===== config.mk =====
export PLATFORM = sky130hd
export DESIGN_NAME = clk_rst_seq_ctrl
export DESIGN_NICKNAME = d
export VERILOG_FILES = /design/src/rtl/clk_rst_seq_ctrl.sv
export SDC_FILE = /design/constraint.sdc
export NUM_CORES = 1
export LEC_CHECK = 0
export ABC_CLOCK_PERIOD_IN_PS = 5480
export CORE_MARGIN = 2
export CORE_UTILIZATION = 40
export DETAILED_ROUTE_END_ITERATION = 8
export PLACE_DENSITY_LB_ADDON = 0.2
export SYNTH_ARGS = -nofsm -noshare
export SYNTH_HDL_FRONTEND = slang
export SYNTH_SLANG_ARGS = --single-unit

===== constraint.sdc =====
create_clock -name clk -period 5.48 [get_ports clk]
set_input_delay 1.096 -clock clk [delete_from_list [all_inputs] [get_ports clk]]
set_output_delay 1.096 -clock clk [all_outputs]
set_load 0.01 [all_outputs]

===== src/rtl/clk_rst_seq_ctrl.sv =====
// clk_rst_seq_ctrl: power-up / soft-reset sequencer that enables domain clocks,
// then releases per-domain resets in a fixed staggered order.
module clk_rst_seq_ctrl #(
    parameter int NUM_DOM     = 4,
    parameter int SYNC_STAGES = 2,
    parameter int CLK_WAIT    = 8,
    parameter int STAGE_GAP   = 4,
    parameter int SW_RST_MIN  = 16
) (
    input  logic               clk,
    input  logic               arst_n,
    input  logic               sw_rst_req,
    output logic [NUM_DOM-1:0] clk_en,
    output logic [NUM_DOM-1:0] dom_rst_n,
    output logic               seq_done,
    output logic               busy,
    output logic [2:0]         state_o
);
    localparam int MAX_AB = (CLK_WAIT > STAGE_GAP) ? CLK_WAIT : STAGE_GAP;
    localparam int MAXV   = (MAX_AB > SW_RST_MIN) ? MAX_AB : SW_RST_MIN;
    localparam int CW     = $clog2(MAXV) + 1;
    localparam int IW     = $clog2(NUM_DOM) + 1;
    localparam logic [CW-1:0] WAIT_LD = CW'(CLK_WAIT - 1);
    localparam logic [CW-1:0] GAP_LD  = CW'(STAGE_GAP - 1);
    localparam logic [CW-1:0] SW_LD   = CW'(SW_RST_MIN - 1);
    localparam logic [IW-1:0] LAST    = IW'(NUM_DOM - 1);

    typedef enum logic [2:0] {
        IDLE   = 3'd0,
        CLK_ON = 3'd1,
        REL    = 3'd2,
        RUN    = 3'd3,
        SW_RST = 3'd4
    } state_t;

    state_t               state_q, state_d;
    logic [SYNC_STAGES-1:0] sync_q;
    logic                 rst_sync;
    logic [CW-1:0]        cnt_q, cnt_d;
    logic [IW-1:0]        idx_q, idx_d;
    logic [NUM_DOM-1:0]   en_q, en_d, dom_q, dom_d;
    logic                 done_q, busy_q;

    always_ff @(posedge clk or negedge arst_n) begin
        if (!arst_n) sync_q <= '0;
        else         sync_q <= {sync_q[SYNC_STAGES-2:0], 1'b1};
    end

    assign rst_sync = sync_q[SYNC_STAGES-1];

    always_comb begin
        state_d = state_q;
        cnt_d   = cnt_q;
        idx_d   = idx_q;
        en_d    = en_q;
        dom_d   = dom_q;
        case (state_q)
            IDLE: if (rst_sync) begin
                state_d = CLK_ON;
                en_d    = '1;
                cnt_d   = WAIT_LD;
            end
            CLK_ON: if (cnt_q != '0) cnt_d = cnt_q - 1'b1;
            else begin
                state_d = REL;
                idx_d   = '0;
                dom_d   = NUM_DOM'(1);
                cnt_d   = GAP_LD;
            end
            REL: if (sw_rst_req) begin
                state_d = SW_RST;
                dom_d   = '0;
                cnt_d   = SW_LD;
            end else if (cnt_q != '0) cnt_d = cnt_q - 1'b1;
            else if (idx_q == LAST) state_d = RUN;
            else begin
                // Releases are strictly ascending, so shifting in a 1 frees the next domain.
                idx_d = idx_q + 1'b1;
                dom_d = NUM_DOM'({dom_q, 1'b1});
                cnt_d = GAP_LD;
            end
            RUN: if (sw_rst_req) begin
                state_d = SW_RST;
                dom_d   = '0;
                cnt_d   = SW_LD;
            end
            SW_RST: if (cnt_q != '0) cnt_d = cnt_q - 1'b1;
            else if (!sw_rst_req) begin
                state_d = REL;
                idx_d   = '0;
                dom_d   = NUM_DOM'(1);
                cnt_d   = GAP_LD;
            end
            default: state_d = IDLE;
        endcase
    end

    always_ff @(posedge clk or negedge arst_n) begin
        if (!arst_n) begin
            state_q <= IDLE;
            cnt_q   <= '0;
            idx_q   <= '0;
            en_q    <= '0;
            dom_q   <= '0;
            done_q  <= 1'b0;
            busy_q  <= 1'b1;
        end else begin
            state_q <= state_d;
            cnt_q   <= cnt_d;
            idx_q   <= idx_d;
            en_q    <= en_d;
            dom_q   <= dom_d;
            done_q  <= (state_d == RUN);
            busy_q  <= (state_d != RUN);
        end
    end

    assign clk_en    = en_q;
    assign dom_rst_n = dom_q;
    assign seq_done  = done_q;
    assign busy      = busy_q;
    assign state_o   = state_q;
endmodule


==> impl_metrics.py, run 1 <==
metrics = {
    "die": {
        "rows": 19,
        "pin_count": 16,
        "dieArea_sq_um": 3450,
        "dieWidth_microns": 58.8,
        "core_area_sq_um": 2810,
        "start_util_pct": 42.8,
        "die_h_microns": 58.8,
    },
    "worst_setup_path": {
        "slowest_stage": "dfrtp_1",
        "slowest_delay_ns": 0.73,
        "end_kind": "output port",
        "crit_path_cell_trace": "clkdlybuf4s50_1",
        "criticalPathCategory": "register to output port",
        "cp_data_required_time_ns": 4.38,
        "cp_top_family": "flip-flops",
        "arrival_ns": 1.68,
        "start_kind": "register",
        "rrSetupSlack_ns": 3.31,
        "crit_buf_inv": 1,
        "crit_fanout": 20,
    },
    "placement": {
        "dp_hpwl_microns": 1610,
        "place_congestion": 0.819,
        "io_buffers": 15,
    },
    "cts": {
        "cts_sinks": 20,
        "cts_htree_levels": 1,
        "clock-root-buffer": "clkbuf_4",
        "clock_path_buffers": 2,
        "clock_latency_ns": 0.31,
        "ctsResizeCount": 0,
        "cts_setup_buffers": 0,
        "cts_made_buffers": 3,
        "tritoncts": "done",
        "ctsHoldBuffers": 0,
        "path_clk_slew_ns": 0.11,
    },
    "final_layout": {
        "area_growth_pct": 13.0,
        "filler_cell_count": 290,
        "finalNetCount": 138,
        "drive_gt1_share_pct": 10.0,
        "antenna_cells": 0,
    },
    "yosys": {
        "yosys.area_share.xor_xnor_pct": 0.730,
        "synthDistinctLibCells": 48,
        "synth_edf_count": 0,
        "yosys_warnings": 0,
        "synth_compound_area_share_pct": 19.6,
        "yosys.area_share.adder_pct": 4.17,
        "synth_mux_area_share_pct": 3.55,
        "syn-num-nets": 128,
        "synth.avg_cell_area_sq_um": 9.92,
        "syn-cell-area_sq_um": 1200,
        "synth-seq-area-share_pct": 41.8,
        "ys_top_cells_by_area": "dfrtp_1, ha_1, nand2_1",
        "ys_ff_latch": 20,
        "netlist_instances": 121,
        "async_flop_share_pct": 100,
        "synth.top_cell.area_share_pct": 39.6,
        "ys.flop_type": "dfrtp_1",
        "synth_top_family_by_area": "simple AND/OR/NAND/NOR gates",
        "synth_top_area_cell": "dfrtp_1",
        "synth-simple-area-share_pct": 22.2,
    },
    "power_and_ir_drop": {
        "pwr_density_cell_nw_per_um2": 357,
        "ir_worst_vdd_mv": 0.174,
        "power_mw": 0.484,
        "p_leak_nw": 0.549,
    },
    "job": {
        "maxCapViolCount": 0,
    },
    "sta": {
        "min_period_ns": 2.78,
        "drv_slew": 0,
        "hold_violations": 0,
        "worstMarginPinSlew_ns": 0.926,
        "max_slew_margin_pct": 38.0,
        "finClkSkew_ns": 0.00618,
        "totalNegativeSetupSlack_ns": 0,
        "fin_crit_sh_pct": 50.7,
        "setup_violations": 0,
        "max_freq_mhz": 360,
        "rsz0062_at_grt": "no",
    },
    "run_status": {
        "failed_checks": "DRC",
        "outcome": "finished, violations left",
    },
    "global_routing": {
        "grt_max_degree": 21,
        "grt_pass1_vias": 798,
        "grt_pass1_wl_microns": 3710,
        "grt-ovfl-total": 0,
        "grt_use_total_pct": 14.1,
        "antenna_found_initial": 0,
    },
    "drt": {
        "drt_iter0_drc": 21,
        "drt-wirelength-per-cell_microns": 13.9,
        "via_count": 895,
        "antenna_left": 0,
        "drt-pass1-iter-count": 6,
        "routed_wirelength_microns": 2240,
        "vias_per_cell": 5.56,
        "drc": 4,
    },
    "worst_hold_path": {
        "hp-class": "register to register",
    },
}
==> metal layers <==
metal	wire length, microns	global-route usage, %
met4	27	4.22
met5	0	0
met3	193	4.40
met1	1090	20.3
met2	928	20.3
==> final timing paths <==
kind | start | end | cells past startpoint
max | state_o[1]$_DFF_PN0_ | state_o[1] | 1
min | sync_q[0]$_DFF_PN0_ | sync_q[1]$_DFF_PN0_ | 0
max reg2reg | cnt_q[0]$_DFFE_PN0P_ | cnt_q[0]$_DFFE_PN0P_ | 6
min reg2reg | sync_q[0]$_DFF_PN0_ | sync_q[1]$_DFF_PN0_ | 0
max in group asynchronous | arst_n | idx_q[1]$_DFFE_PN0P_ | 1
min in group asynchronous | arst_n | cnt_q[1]$_DFFE_PN0P_ | 1
==> power breakdown <==
| group | leakage (nW) | internal, mW | switching (mW) | total, mW |
|---|---|---|---|---|
| combinational | 0.280 | 0.0925 | 0.0844 | 0.177 |
| clock | 0.0210 | 0.0406 | 0.0453 | 0.0858 |
| sequential | 0.248 | 0.175 | 0.0458 | 0.221 |
| total | 0.549 | 0.308 | 0.175 | 0.484 |
==> through the flow <==
step                      hold slack [ns]  area, sq um  utilization [%]  cells  setup slack [ns]
after global placement              0.333         1320             47.1    157              2.57
after floorplan                     0.331         1200                -    121              3.16
final                               0.370         1360             48.3    161              2.70
after global routing                0.378         1360             48.3    161              2.61
after CTS                           0.377         1360             48.3    161              2.71
after detailed placement            0.349         1320             47.1    157              2.52
==> final cells by class <==
cell class / count / area [sq um] / share of cell area (%)
timing repair buffer: 15 / 150 / 11.1
clock buffer: 4 / 36.3 / 2.68
tap: 31 / 38.8 / 2.86
multi-input combinational: 85 / 607 / 44.7
sequential: 20 / 502 / 37.0
inverter: 6 / 22.5 / 1.66
==> cell usage after synthesis, types with 2 or more instances <==
cell type  instances
nor3_1             3
dfrtp_1           19
inv_1              6
and2_1             3
o21a_1             3
o41ai_1            2
nor2b_1            5
buf_6              2
mux2_1             2
mux2i_1            2
or3_1              2
or3b_1             2
buf_4              3
a21oi_1            3
buf_2              4
nor2_1             5
nor3b_1            2
nand3b_1           3
o21ai_0            5
ha_1               4
nand2_1           10
o21ai_1            4
o31ai_1            2
==> cells by family after synthesis <==
family,count (synthesis)
simple gates,43
compound gates,32
flops,20
buf+inv,16
fa+ha+maj,4
mux,4
other cells,1
xor+xnor,1
==> sequential cells by signal (all words and copies together), names as in the netlist <==
signal     cells
busy           1
clk_en         1
cnt_q          5
dom_rst_n      4
idx_q          3
seq_done       1
state_o        3
sync_q         2
==> cell usage in the layout (no fill, tap or decap), types with 2 or more instances in the layout <==
master            n
nand2_1          10
clkdlybuf4s50_1  15
clkbuf_4          3
nor3_1            3
ha_1              4
mux2_1            2
inv_1             6
and2_1            3
mux2i_1           2
o21ai_0           5
nor2b_1           5
a21oi_1           3
nor2_1            5
o31ai_1           2
nor3b_1           2
o21ai_1           4
dfrtp_1          19
or3_1             2
o41ai_1           2
o21a_1            3
or3b_1            2
nand3b_1          3
(Power assumes the default switching activity.)
==> run 2: changes to the inputs <==
Settings changed: ABC_CLOCK_PERIOD_IN_PS 5480 to 2800.
Clock period 5.48 ns to 2.8 ns, I/O delays scaled along.
==> run 2 against run 1 <==
The run still ends with DRC left. First-iteration DRC count is 19% lower. Sequential share of layout area is 0.068 points higher. Via count is 2.3% lower. Sequential power is 95% higher. Critical path type unchanged.
==> impl_metrics.py, run 2 (synthesis gave the netlist of run 1 again) <==
metrics = {
    "run_status": {
        "outcome": "finished, violations left",
        "failed_checks": "DRC",
    },
    "die": {
        "rows": 19,
        "core_area_sq_um": 2810,
        "dieWidth_microns": 58.8,
        "start_util_pct": 42.8,
        "die_h_microns": 58.8,
        "dieArea_sq_um": 3450,
        "pin_count": 16,
    },
    "sta": {
        "totalNegativeSetupSlack_ns": 0,
        "setup_violations": 0,
        "hold_violations": 0,
        "rsz0062_at_grt": "no",
        "fin_crit_sh_pct": 79.1,
        "worstMarginPinSlew_ns": 0.563,
        "max_slew_margin_pct": 62.5,
        "finClkSkew_ns": 0.00127,
        "drv_slew": 0,
        "max_freq_mhz": 452,
        "min_period_ns": 2.21,
    },
    "cts": {
        "ctsHoldBuffers": 0,
        "cts_setup_buffers": 0,
        "path_clk_slew_ns": 0.10,
        "clock_path_buffers": 2,
        "cts_made_buffers": 3,
        "clock-root-buffer": "clkbuf_4",
        "cts_sinks": 20,
        "cts_htree_levels": 1,
        "clock_latency_ns": 0.29,
        "ctsResizeCount": 0,
        "tritoncts": "done",
    },
    "worst_hold_path": {
        "hp-class": "register to register",
    },
    "worst_setup_path": {
        "crit_path_cell_trace": "clkdlybuf4s50_1",
        "end_kind": "output port",
        "start_kind": "register",
        "crit_buf_inv": 1,
        "arrival_ns": 1.65,
        "criticalPathCategory": "register to output port",
        "crit_fanout": 20,
        "cp_top_family": "flip-flops",
        "slowest_stage": "dfrtp_1",
        "cp_data_required_time_ns": 2.24,
        "slowest_delay_ns": 0.71,
        "rrSetupSlack_ns": 0.64,
    },
    "power_and_ir_drop": {
        "p_leak_nw": 0.548,
        "pwr_density_cell_nw_per_um2": 676,
        "ir_worst_vdd_mv": 0.361,
    },
    "global_routing": {
        "grt-ovfl-total": 0,
        "grt_pass1_vias": 798,
        "grt_pass1_wl_microns": 3750,
        "grt_max_degree": 21,
        "antenna_found_initial": 0,
        "grt_use_total_pct": 14.1,
    },
    "drt": {
        "drt-wirelength-per-cell_microns": 13.0,
        "via_count": 874,
        "drt_iter0_drc": 17,
        "dr_wl_met3_microns": 99,
        "drt-pass1-iter-count": 6,
        "antenna_left": 0,
        "routed_wirelength_microns": 2110,
        "wl_met2_microns": 955,
        "wl_met1_microns": 1050,
        "drc": 4,
        "vias_per_cell": 5.40,
        "top_layer_used": "met4",
    },
    "final_layout": {
        "area_growth_pct": 12.8,
        "final_common_cell": "dfrtp_1",
        "drive_gt1_share_pct": 9.92,
        "largest_register_ffs": 5,
        "layout_common_cells": "dfrtp_1, clkdlybuf4s50_1, nand2_1",
        "antenna_cells": 0,
        "final_cell_count_no_fill": 162,
        "finalNetCount": 139,
        "regMostFlops": "cnt_q",
    },
    "placement": {
        "place_congestion": 0.814,
        "dp_cells": 158,
        "io_buffers": 15,
        "dp_hpwl_microns": 1540,
    },
    "job": {
        "maxCapViolCount": 0,
    },
}
==> run 2: changes by cell type in the layout (fill, tap and decap cells not counted) <==
cell	previous run	this run
buf_4	0	1
clkbuf_1	0	1
clkbuf_8	1	0
==> run 2: path summary, 6_finish.rpt <==
| check | from | endpoint | depth (start not counted) |
|---|---|---|---|
| setup / recovery | state_o[1]$_DFF_PN0_ | state_o[1] | 1 |
| hold / removal | sync_q[0]$_DFF_PN0_ | sync_q[1]$_DFF_PN0_ | 0 |
| setup reg to reg | cnt_q[0]$_DFFE_PN0P_ | cnt_q[0]$_DFFE_PN0P_ | 6 |
| hold reg to reg | sync_q[0]$_DFF_PN0_ | sync_q[1]$_DFF_PN0_ | 0 |
| max in group asynchronous | arst_n | busy$_DFF_PN1_ | 2 |
| min in group asynchronous | arst_n | cnt_q[3]$_DFFE_PN0P_ | 2 |
==> run 2: cell type report <==
class | instances | area [sq um]
flip-flops and latches | 20 | 502
repair buffers | 16 | 158
inverters | 6 | 22.5
clock buffers | 4 | 26.3
fillers | 273 | 1450
well taps | 31 | 38.8
multi-input cells | 85 | 607
==> run 2: metal layers <==
| layer | vias up | GRT usage [%] |
|---|---|---|
| li1 | 452 | - |
| met1 | 402 | 19.3 |
| met2 | 18 | 22.2 |
| met4 | 0 | 2.92 |
| met3 | 2 | 3.96 |
| met5 | - | 0 |
==> run 2: power by group <==
part | internal, mW | switching [mW] | total [mW]
sequential | 0.343 | 0.0879 | 0.431
clock | 0.0555 | 0.0813 | 0.137
combinational | 0.183 | 0.164 | 0.347
==> run 2: metrics by stage <==
step	total power, mW	hold slack, ns	cell area, sq um	utilization (%)	worst slack (ns)
after CTS	0.929	0.376	1350	48.3	0.583
after floorplan	0.685	0.264	1200	-	0.890
after detailed placement	0.786	0.349	1330	47.3	0.385
after global placement	0.781	0.333	1330	47.3	0.432
final	0.915	0.370	1350	48.3	0.586
after global routing	0.994	0.390	1350	48.3	0.512
==> run 3: changes to the inputs <==
Settings changed: ABC_CLOCK_PERIOD_IN_PS 2800 to 2000.
Clock period 2.8 ns to 2 ns, I/O delays scaled along.
==> run 3 against run 2 <==
The run still ends with DRC left. Sequential power up 28%. Sequential share of layout area shrank 4.3 points. Clock skew up 0.0018 ns. Total power up 71%. Critical path type is now register to register. Highest routed layer unchanged.
==> impl_metrics.py, run 3 (synthesis gave the netlist of run 1 again) <==
metrics = {
    "sta": {
        "hold_violations": 0,
        "totalNegativeSetupSlack_ns": 0,
        "drv_slew": 0,
        "fin_hold_ws_ns": 0.367,
        "finClkSkew_ns": 0.00304,
        "fin_crit_sh_pct": 97.8,
        "setup_violations": 0,
        "fin_ws_ns": 0.0442,
        "max_freq_mhz": 511,
        "min_period_ns": 1.96,
    },
    "final_layout": {
        "drive_gt1_share_pct": 25.0,
        "regMostFlops": "cnt_q",
        "finalNetCount": 156,
        "post-route-util_pct": 54.6,
        "layout_common_cells": "dfrtp_1, buf_4, clkdlybuf4s50_1",
        "antenna_cells": 0,
        "final_common_cell": "dfrtp_1",
        "stdcell_area_sq_um": 1530,
        "area_growth_pct": 27.6,
        "filler_cell_count": 264,
        "final_cell_count_no_fill": 179,
        "largest_register_ffs": 5,
    },
    "job": {
        "maxCapViolCount": 0,
    },
    "cts": {
        "clock_latency_ns": 0.30,
        "ctsHoldBuffers": 0,
        "clock-root-buffer": "clkbuf_4",
        "path_clk_slew_ns": 0.13,
        "cts_sinks": 20,
        "tritoncts": "done",
        "clock_path_buffers": 2,
        "cts_made_buffers": 3,
        "cts_htree_levels": 1,
    },
    "worst_setup_path": {
        "r2r_end": "cnt_q[1]$_DFFE_PN0P_",
        "r2r_cells": 6,
        "end_kind": "register",
        "arrival_ns": 2.15,
        "crit_fanout": 4,
        "criticalPathCategory": "register to register",
        "cp_data_required_time_ns": 2.20,
        "r2r-start": "cnt_q[0]$_DFFE_PN0P_",
        "start_kind": "register",
        "rrSetupSlack_ns": 0.04,
    },
    "placement": {
        "dp_hpwl_microns": 1990,
        "place_congestion": 0.834,
        "pre_cts_ws_ns": -0.170,
        "dp_cells": 173,
        "io_buffers": 15,
        "placed_cell_area_sq_um": 1440,
    },
    "run_status": {
        "outcome": "finished, violations left",
        "failed_checks": "DRC",
    },
    "power_and_ir_drop": {
        "p_leak_nw": 0.644,
        "ir_worst_vdd_mv": 0.577,
        "power_mw": 1.57,
        "pwr_density_cell_nw_per_um2": 1020,
    },
    "drt": {
        "vias_per_cell": 5.51,
        "via_count": 987,
        "drt-pass1-iter-count": 8,
        "drc": 3,
        "antenna_left": 0,
        "drt-wirelength-per-cell_microns": 14.6,
        "routed_wirelength_microns": 2620,
        "drt_iter0_drc": 18,
    },
    "die": {
        "dieArea_sq_um": 3450,
        "dieWidth_microns": 58.8,
        "die_h_microns": 58.8,
        "start_util_pct": 42.8,
        "rows": 19,
        "core_area_sq_um": 2810,
        "pin_count": 16,
    },
    "global_routing": {
        "grt-ovfl-total": 0,
        "grt_pass1_vias": 966,
        "grt_pass1_wl_microns": 4330,
        "grt_use_total_pct": 16.2,
        "antenna_found_initial": 0,
        "grt_max_degree": 13,
    },
    "worst_hold_path": {
        "hp-class": "primary input to async pin",
    },
}
run 3: worst max-delay path by stage:
stage	from	endpoint	slack, ns	depth (start not counted)
final	cnt_q[0]$_DFFE_PN0P_	cnt_q[1]$_DFFE_PN0P_	0.04	6
after global routing	cnt_q[0]$_DFFE_PN0P_	cnt_q[1]$_DFFE_PN0P_	-0.03	6
after floorplan	cnt_q[0]$_DFFE_PN0P_	cnt_q[0]$_DFFE_PN0P_	0.09	6
after detailed placement	sw_rst_req	cnt_q[1]$_DFFE_PN0P_	-0.17	5
after global placement	sw_rst_req	cnt_q[0]$_DFFE_PN0P_	-0.13	5
after CTS	cnt_q[0]$_DFFE_PN0P_	cnt_q[1]$_DFFE_PN0P_	0.02	6
run 3: repair_timing:
action / in CTS / in global routing
endpoints found under the setup margin: 0 / 11
setup buffers: 0 / 2
gates resized for setup: 0 / 7
run 3: final cells by class:
| class | instances | area (sq um) | share of cell area (%) |
|---|---|---|---|
| Clock inverter | 1 | 30.0 | 1.96 |
| Multi-Input combinational cell | 85 | 631 | 41.2 |
| Timing Repair Buffer | 33 | 285 | 18.6 |
| Inverter | 6 | 22.5 | 1.47 |
| Sequential cell | 20 | 502 | 32.8 |
| Tap cell | 31 | 38.8 | 2.53 |
| Clock buffer | 3 | 22.5 | 1.47 |
run 3: metal layers:
layer,routed length (microns),track usage [%]
met1,1220,20.9
met4,16,4.87
met2,1330,28.4
met5,0,0
met3,56,1.98
run 3: critical path, cell delays in order, from the launching register on:
cell and delay [ns]:
dfrtp_1 0.42, inv_2 0.07, ha_2 0.17, or4b_4 0.49
a211oi_4 0.20, or3_4 0.19, mux2_1 0.32
run 3: report_power, final:
group	switching [mW]	internal, mW	leakage, nW	total, mW
combinational	0.330	0.344	0.368	0.675
clock	0.138	0.202	0.0279	0.340
sequential	0.0701	0.482	0.248	0.552
